### src/rtl/user_input_pkg.sv
// Shared types and helpers for the push-button / DIP-switch
// debounce path.
package user_input_pkg;

  typedef enum logic [1:0] {
    OFF,
    WAIT_ON,
    ON,
    WAIT_OFF
  } db_state_t;

  // Counter width able to hold 0..n-1, never narrower than one bit.
  function automatic int cnt_w(input int n);
    return (n > 2) ? $clog2(n) : 1;
  endfunction

endpackage

### src/rtl/user_input_debounce_bit.sv
// Single-input debounce FSM, advanced only on the shared sample tick,
// with registered level and one-cycle press/release pulses.
module debounce_bit
  import user_input_pkg::*;
#(
  parameter int DEBOUNCE_TICKS = 10
) (
  input  logic clk_12mhz,
  input  logic rst_n,
  input  logic tick,
  input  logic act,
  output logic level,
  output logic press,
  output logic rel
);

  localparam int CW = cnt_w(DEBOUNCE_TICKS);
  localparam logic [CW-1:0] LAST = CW'(DEBOUNCE_TICKS - 1);
  localparam logic [CW-1:0] ONE = CW'(1);

  db_state_t     state;
  logic [CW-1:0] cnt;

  always_ff @(posedge clk_12mhz or negedge rst_n) begin
    if (!rst_n) begin
      state <= OFF;
      cnt   <= '0;
      level <= 1'b0;
      press <= 1'b0;
      rel   <= 1'b0;
    end else begin
      press <= 1'b0;
      rel   <= 1'b0;
      if (tick) begin
        unique case (state)
          OFF: begin
            if (act) begin
              state <= WAIT_ON;
              cnt   <= ONE;
            end
          end
          WAIT_ON: begin
            if (!act) begin
              state <= OFF;
              cnt   <= '0;
            end else if (cnt == LAST) begin
              state <= ON;
              cnt   <= '0;
              level <= 1'b1;
              press <= 1'b1;
            end else begin
              cnt <= cnt + ONE;
            end
          end
          ON: begin
            if (!act) begin
              state <= WAIT_OFF;
              cnt   <= ONE;
            end
          end
          WAIT_OFF: begin
            if (act) begin
              state <= ON;
              cnt   <= '0;
            end else if (cnt == LAST) begin
              state <= OFF;
              cnt   <= '0;
              level <= 1'b0;
              rel   <= 1'b1;
            end else begin
              cnt <= cnt + ONE;
            end
          end
          default: begin
            state <= OFF;
            cnt   <= '0;
          end
        endcase
      end
    end
  end

endmodule

### src/rtl/user_input_debounce.sv
// Board input capture, synchronizer, shared millisecond prescaler and
// a bank of per-input debounce FSMs.
module user_input_debounce
  import user_input_pkg::*;
#(
  parameter int  WIDTH          = 8,
  parameter real CLK_FREQUENCY  = 12.0e6,
  parameter int  TICK_CYCLES    = integer'(CLK_FREQUENCY * 1.0e-3),
  parameter int  DEBOUNCE_TICKS = 10,
  parameter bit  ACTIVE_LOW     = 1'b1,
  parameter bit  USEIOFF        = 1'b1
) (
  input  logic             clk_12mhz,
  input  logic             rst_n,
  input  logic [WIDTH-1:0] sw_in,
  output logic [WIDTH-1:0] sw_level,
  output logic [WIDTH-1:0] sw_press,
  output logic [WIDTH-1:0] sw_release
);

  localparam logic [WIDTH-1:0] IDLE = {WIDTH{ACTIVE_LOW}};
  localparam int TW = cnt_w(TICK_CYCLES);
  localparam logic [TW-1:0] TLAST = TW'(TICK_CYCLES - 1);
  localparam logic [TW-1:0] TONE = TW'(1);

  if (DEBOUNCE_TICKS < 2) begin : g_chk
    $error("DEBOUNCE_TICKS must be at least 2");
  end

  logic [WIDTH-1:0] iob_q;
  logic [WIDTH-1:0] sync;
  logic [WIDTH-1:0] act;

  // Resetting to the idle pin value keeps reset release press-free.
  if (USEIOFF) begin : g1
    (* syn_useioff = 1, syn_preserve = 1 *)
    logic [WIDTH-1:0] iob;
    always_ff @(posedge clk_12mhz or negedge rst_n) begin
      if (!rst_n) iob <= IDLE;
      else        iob <= sw_in;
    end
    assign iob_q = iob;
  end else begin : g0
    (* syn_useioff = 0, syn_preserve = 1 *)
    logic [WIDTH-1:0] iob;
    always_ff @(posedge clk_12mhz or negedge rst_n) begin
      if (!rst_n) iob <= IDLE;
      else        iob <= sw_in;
    end
    assign iob_q = iob;
  end

  always_ff @(posedge clk_12mhz or negedge rst_n) begin
    if (!rst_n) sync <= IDLE;
    else        sync <= iob_q;
  end

  assign act = sync ^ IDLE;

  logic [TW-1:0] pcnt;
  logic          tick;

  assign tick = (pcnt == TLAST);

  always_ff @(posedge clk_12mhz or negedge rst_n) begin
    if (!rst_n)    pcnt <= '0;
    else if (tick) pcnt <= '0;
    else           pcnt <= pcnt + TONE;
  end

  for (genvar i = 0; i < WIDTH; i++) begin : g_bit
    debounce_bit #(
      .DEBOUNCE_TICKS(DEBOUNCE_TICKS)
    ) u_db (
      .clk_12mhz(clk_12mhz),
      .rst_n    (rst_n),
      .tick     (tick),
      .act      (act[i]),
      .level    (sw_level[i]),
      .press    (sw_press[i]),
      .rel      (sw_release[i])
    );
  end

endmodule

### config.mk
export PLATFORM = sky130hd
export DESIGN_NAME = user_input_debounce
export DESIGN_NICKNAME = d
export VERILOG_FILES = /design/src/rtl/user_input_pkg.sv /design/src/rtl/user_input_debounce_bit.sv /design/src/rtl/user_input_debounce.sv
export SDC_FILE = /design/constraint.sdc
export NUM_CORES = 1
export LEC_CHECK = 0
export ABC_AREA = 1
export CAP_MARGIN = 20
export CELL_PAD_IN_SITES_DETAIL_PLACEMENT = 1
export CELL_PAD_IN_SITES_GLOBAL_PLACEMENT = 1
export CORE_MARGIN = 5
export CORE_UTILIZATION = 40
export DETAILED_ROUTE_END_ITERATION = 8
export PLACE_DENSITY_LB_ADDON = 0.1
export SETUP_SLACK_MARGIN = 0.02
export SYNTH_ARGS = -nofsm -noshare
export SYNTH_HDL_FRONTEND = slang
export SYNTH_SLANG_ARGS = --single-unit
### constraint.sdc
create_clock -name clk_12mhz -period 2.6 [get_ports clk_12mhz]
set_input_delay 0.52 -clock clk_12mhz [delete_from_list [all_inputs] [get_ports clk_12mhz]]
set_output_delay 0.52 -clock clk_12mhz [all_outputs]
set_load 0.005 [all_outputs]
==> impl_metrics.tcl <==
set metrics [dict create \
    status "finished, final reports clean" \
    hpwl_mm 9.52 \
    drv_cap 0 \
    postCtsSetupBuffers 0 \
    postCtsHoldBufs 0 \
    numCtsBuffers 9 \
    r2r_setup_slack_ns 0.61 \
    cts-root-buf "clkbuf_16" \
    core_area_mm2 0.0133 \
    io_buffers 33 \
    cts_buffer_depth 2 \
    fp.dieH_um 127 \
    setup_tns_ns 0 \
    grt_pass1_vias 4671 \
    place_congestion 0.803 \
    synth_edf_count 0 \
    track_usage_pct 17.1 \
    dr_wl_met2_mm 6.30 \
    cpPeakStageDelay_ns 0.42 \
    layout.cells.non_filler 885 \
    hold_viol 0 \
    critPathRequiredTime_ns 2.84 \
    synth_compound_area_share_pct 4.17 \
    maxSlewViolCount 0 \
    ys.warnings.count 0 \
    rsz0062_at_grt "no" \
    max_freq_ghz 0.503 \
    setup_viol 0 \
    grt_max_degree 41 \
    drive_gt1_share_pct 7.76 \
    worst_slew_pin_slew_ns 0.553 \
    irDropWorstVdd_uv 488 \
    synth_top_cell_area_share_pct 39.4 \
    wl_met1_mm 5.65 \
    antenna_found_initial 0 \
    fillers 1627 \
    syn_area_per_cell_um2 7.92 \
    clockPowerShare_pct 45.2 \
    overflow 0 \
    p_comb_share_pct 2.5 \
    clk_latency_ns 0.35 \
    topRoutingLayerUsed "met4" \
    seq_power_share_pct 52.3 \
    nets 729 \
    drc_errors 0 \
    clk_pin_slew_ns 0.07 \
    critPathKind "register to register" \
    seq_area_frac_synth_pct 47.1 \
    p_int_mw 2.46 \
    num_antenna_cells 0 \
    syn_nets 715 \
    synth_common_cells "nand2_1, inv_1, dfrtp_1, nor2_1, nand3_1" \
    synthArstFlopShare_pct 100 \
    htree_levels 3 \
    rows 42 \
    slew_headroom_pct 63.2 \
    p_switching_mw 0.644 \
    holdWs_ns 0.157 \
    die_w_um 127 \
    power_per_cell_area_mw_per_mm2 506 \
    power.leakage_nw 3.13 \
    period_share_pct 76.4 \
    viasPerCell 4.93 \
    ctsResizeCount 0 \
    muxShareOfSynthArea_pct 0.183 \
    end_kind "register" \
    cts_tree "done" \
    synthAdderAreaFrac_pct 3.43 \
    post-place-cells 869 \
    synth_xor_area_share_pct 3.53 \
    syn2layout_area_growth_pct 12.1 \
    antenna_left 0 \
    p_sw_share_pct 20.8 \
    synth-simple-area-share_pct 30.6 \
    layout_min_cycle_time_ns 1.99 \
    worstHoldPathType "primary input to asynchronous set/reset pin" \
    grt_pass1_wl_mm 22.6 \
    syn_area_mm2 0.00546 \
    initial_core_util_pct 41.1 \
    cp_slowest_cell "dfrtp_1" \
    synth.area.top_cells "dfrtp_1, nand2_1, dfstp_2" \
    synth_top_family_by_area "simple AND/OR/NAND/NOR gates" \
    yosysMostFrequentCell "nand2_1" \
    die_area_mm2 0.0161 \
    synth-seq-cells 102 \
    p_total_mw 3.10 \
    synthDistinctLibCells 28 \
    ys.flop_type "dfrtp_1" \
    synthCells 690 \
    wl_mm 12.6 \
    path_cells "ha_1 -> nand3_2 -> nor3_1 -> nand2_1 -> buf_4 -> nor2_2 -> inv_1 -> nand2_1 -> nand2_1" \
    finClkSkew_ns 0.00714 \
    cp_common_cell "nand2_1" \
    clock_sinks 102 \
    drt_first_pass_iters 4 \
    yosysTopAreaCell "dfrtp_1" \
    start_kind "register" \
    wl_met3_um 454 \
    io_pins 34 \
    arrival_ns 2.23 \
    fin_ws_ns 0.613 \
    wl_per_cell_um 14.3 \
    drtIter0Drc 185 \
    num_vias 4365 \
    worst-path-max-fanout 7 \
    preCtsSetupSlack_ns 0.570 \
]
[routing by layer]
| layer | global-route usage (%) | up-vias |
|---|---|---|
| met5 | 0 | - |
| met3 | 4.88 | 16 |
| met4 | 5.05 | 0 |
| li1 | - | 2184 |
| met2 | 29.1 | 53 |
| met1 | 21.3 | 2112 |
[cells in the final DEF, fill, tap and decap left out, types with 9 or more instances in the layout]
master	Yosys	routed
clkbuf_16	0	9
clkdlybuf4s50_1	0	32
dfrtp_1	86	86
dfstp_2	16	16
ha_1	15	15
inv_1	91	91
nand2_1	186	186
nand3_1	58	58
nand4_1	27	27
nor2_1	67	67
nor2_2	9	9
nor3_1	14	14
o21ai_0	28	28
xor2_1	22	22
[final timing paths]
path | from | to | depth (start not counted)
worst min register to register | g1.iob[7]$_DFF_PN1_ | sync[7]$_DFF_PN1_ | 0
min in group clk_12mhz | g1.iob[7]$_DFF_PN1_ | sync[7]$_DFF_PN1_ | 0
worst min-delay path | rst_n | g_bit[2].u_db.cnt[1]$_DFFE_PN0P_ | 1
max in group asynchronous | rst_n | g1.iob[0]$_DFF_PN1_ | 2
worst max-delay path | pcnt[0]$_DFF_PN0_ | g_bit[2].u_db.cnt[3]$_DFFE_PN0P_ | 9
worst max register to register | pcnt[0]$_DFF_PN0_ | g_bit[2].u_db.cnt[3]$_DFFE_PN0P_ | 9
[area by class of cell]
cell class              instances  area (um^2)  share of cell area, %
clock inverters                 3         42.5                  0.694
clock buffers                  13          270                   4.41
well taps                     176          220                   3.59
flip-flops and latches        102         2570                   42.0
repair buffers                 38          378                   6.17
inverters                      93          354                   5.78
multi-input cells             460         2290                   37.4
[critical path, delay by kind of cell, from the launching register on]
kind | cells | cell delay [ns]
buffers and inverters | 2 | 0.35
adder cells (fa/ha/maj) | 1 | 0.28
flip-flops | 1 | 0.42
AND/OR/NAND/NOR | 6 | 0.83
[sequential cells by signal (all words and copies together), names as in the netlist, named ones only]
register and cells:
g1.iob 8, g_bit.u_db.cnt 32, g_bit.u_db.level 8, g_bit.u_db.press 8, g_bit.u_db.rel 8, g_bit.u_db.state 8, pcnt 14, sync 8
[through the flow]
stage | utilization (%) | instance area [um^2]
after floorplan | - | 5460
after global placement | 43.7 | 5810
after detailed placement | 43.7 | 5810
after CTS | 46.1 | 6130
after global routing | 46.1 | 6130
final | 46.1 | 6130
[power by group through the flow]
stage	sequential (mW)	clock [mW]	combinational, mW
5_1_grt	1.62	1.53	0.0935
6_report	1.62	1.40	0.0789
3_5_place_dp	1.65	0	0.0819
4_1_cts	1.62	1.46	0.0828
3_3_place_gp	1.65	0	0.0816
2_1_floorplan	1.65	0	0.0224
[kinds of logic after synthesis]
family          count (synthesis)
simple gates                  379
compound gates                 43
buf+inv                       128
mux                             1
flops                         102
xor+xnor                       22
fa+ha+maj                      15
No activity file was read; power rests on OpenSTA's default activity.
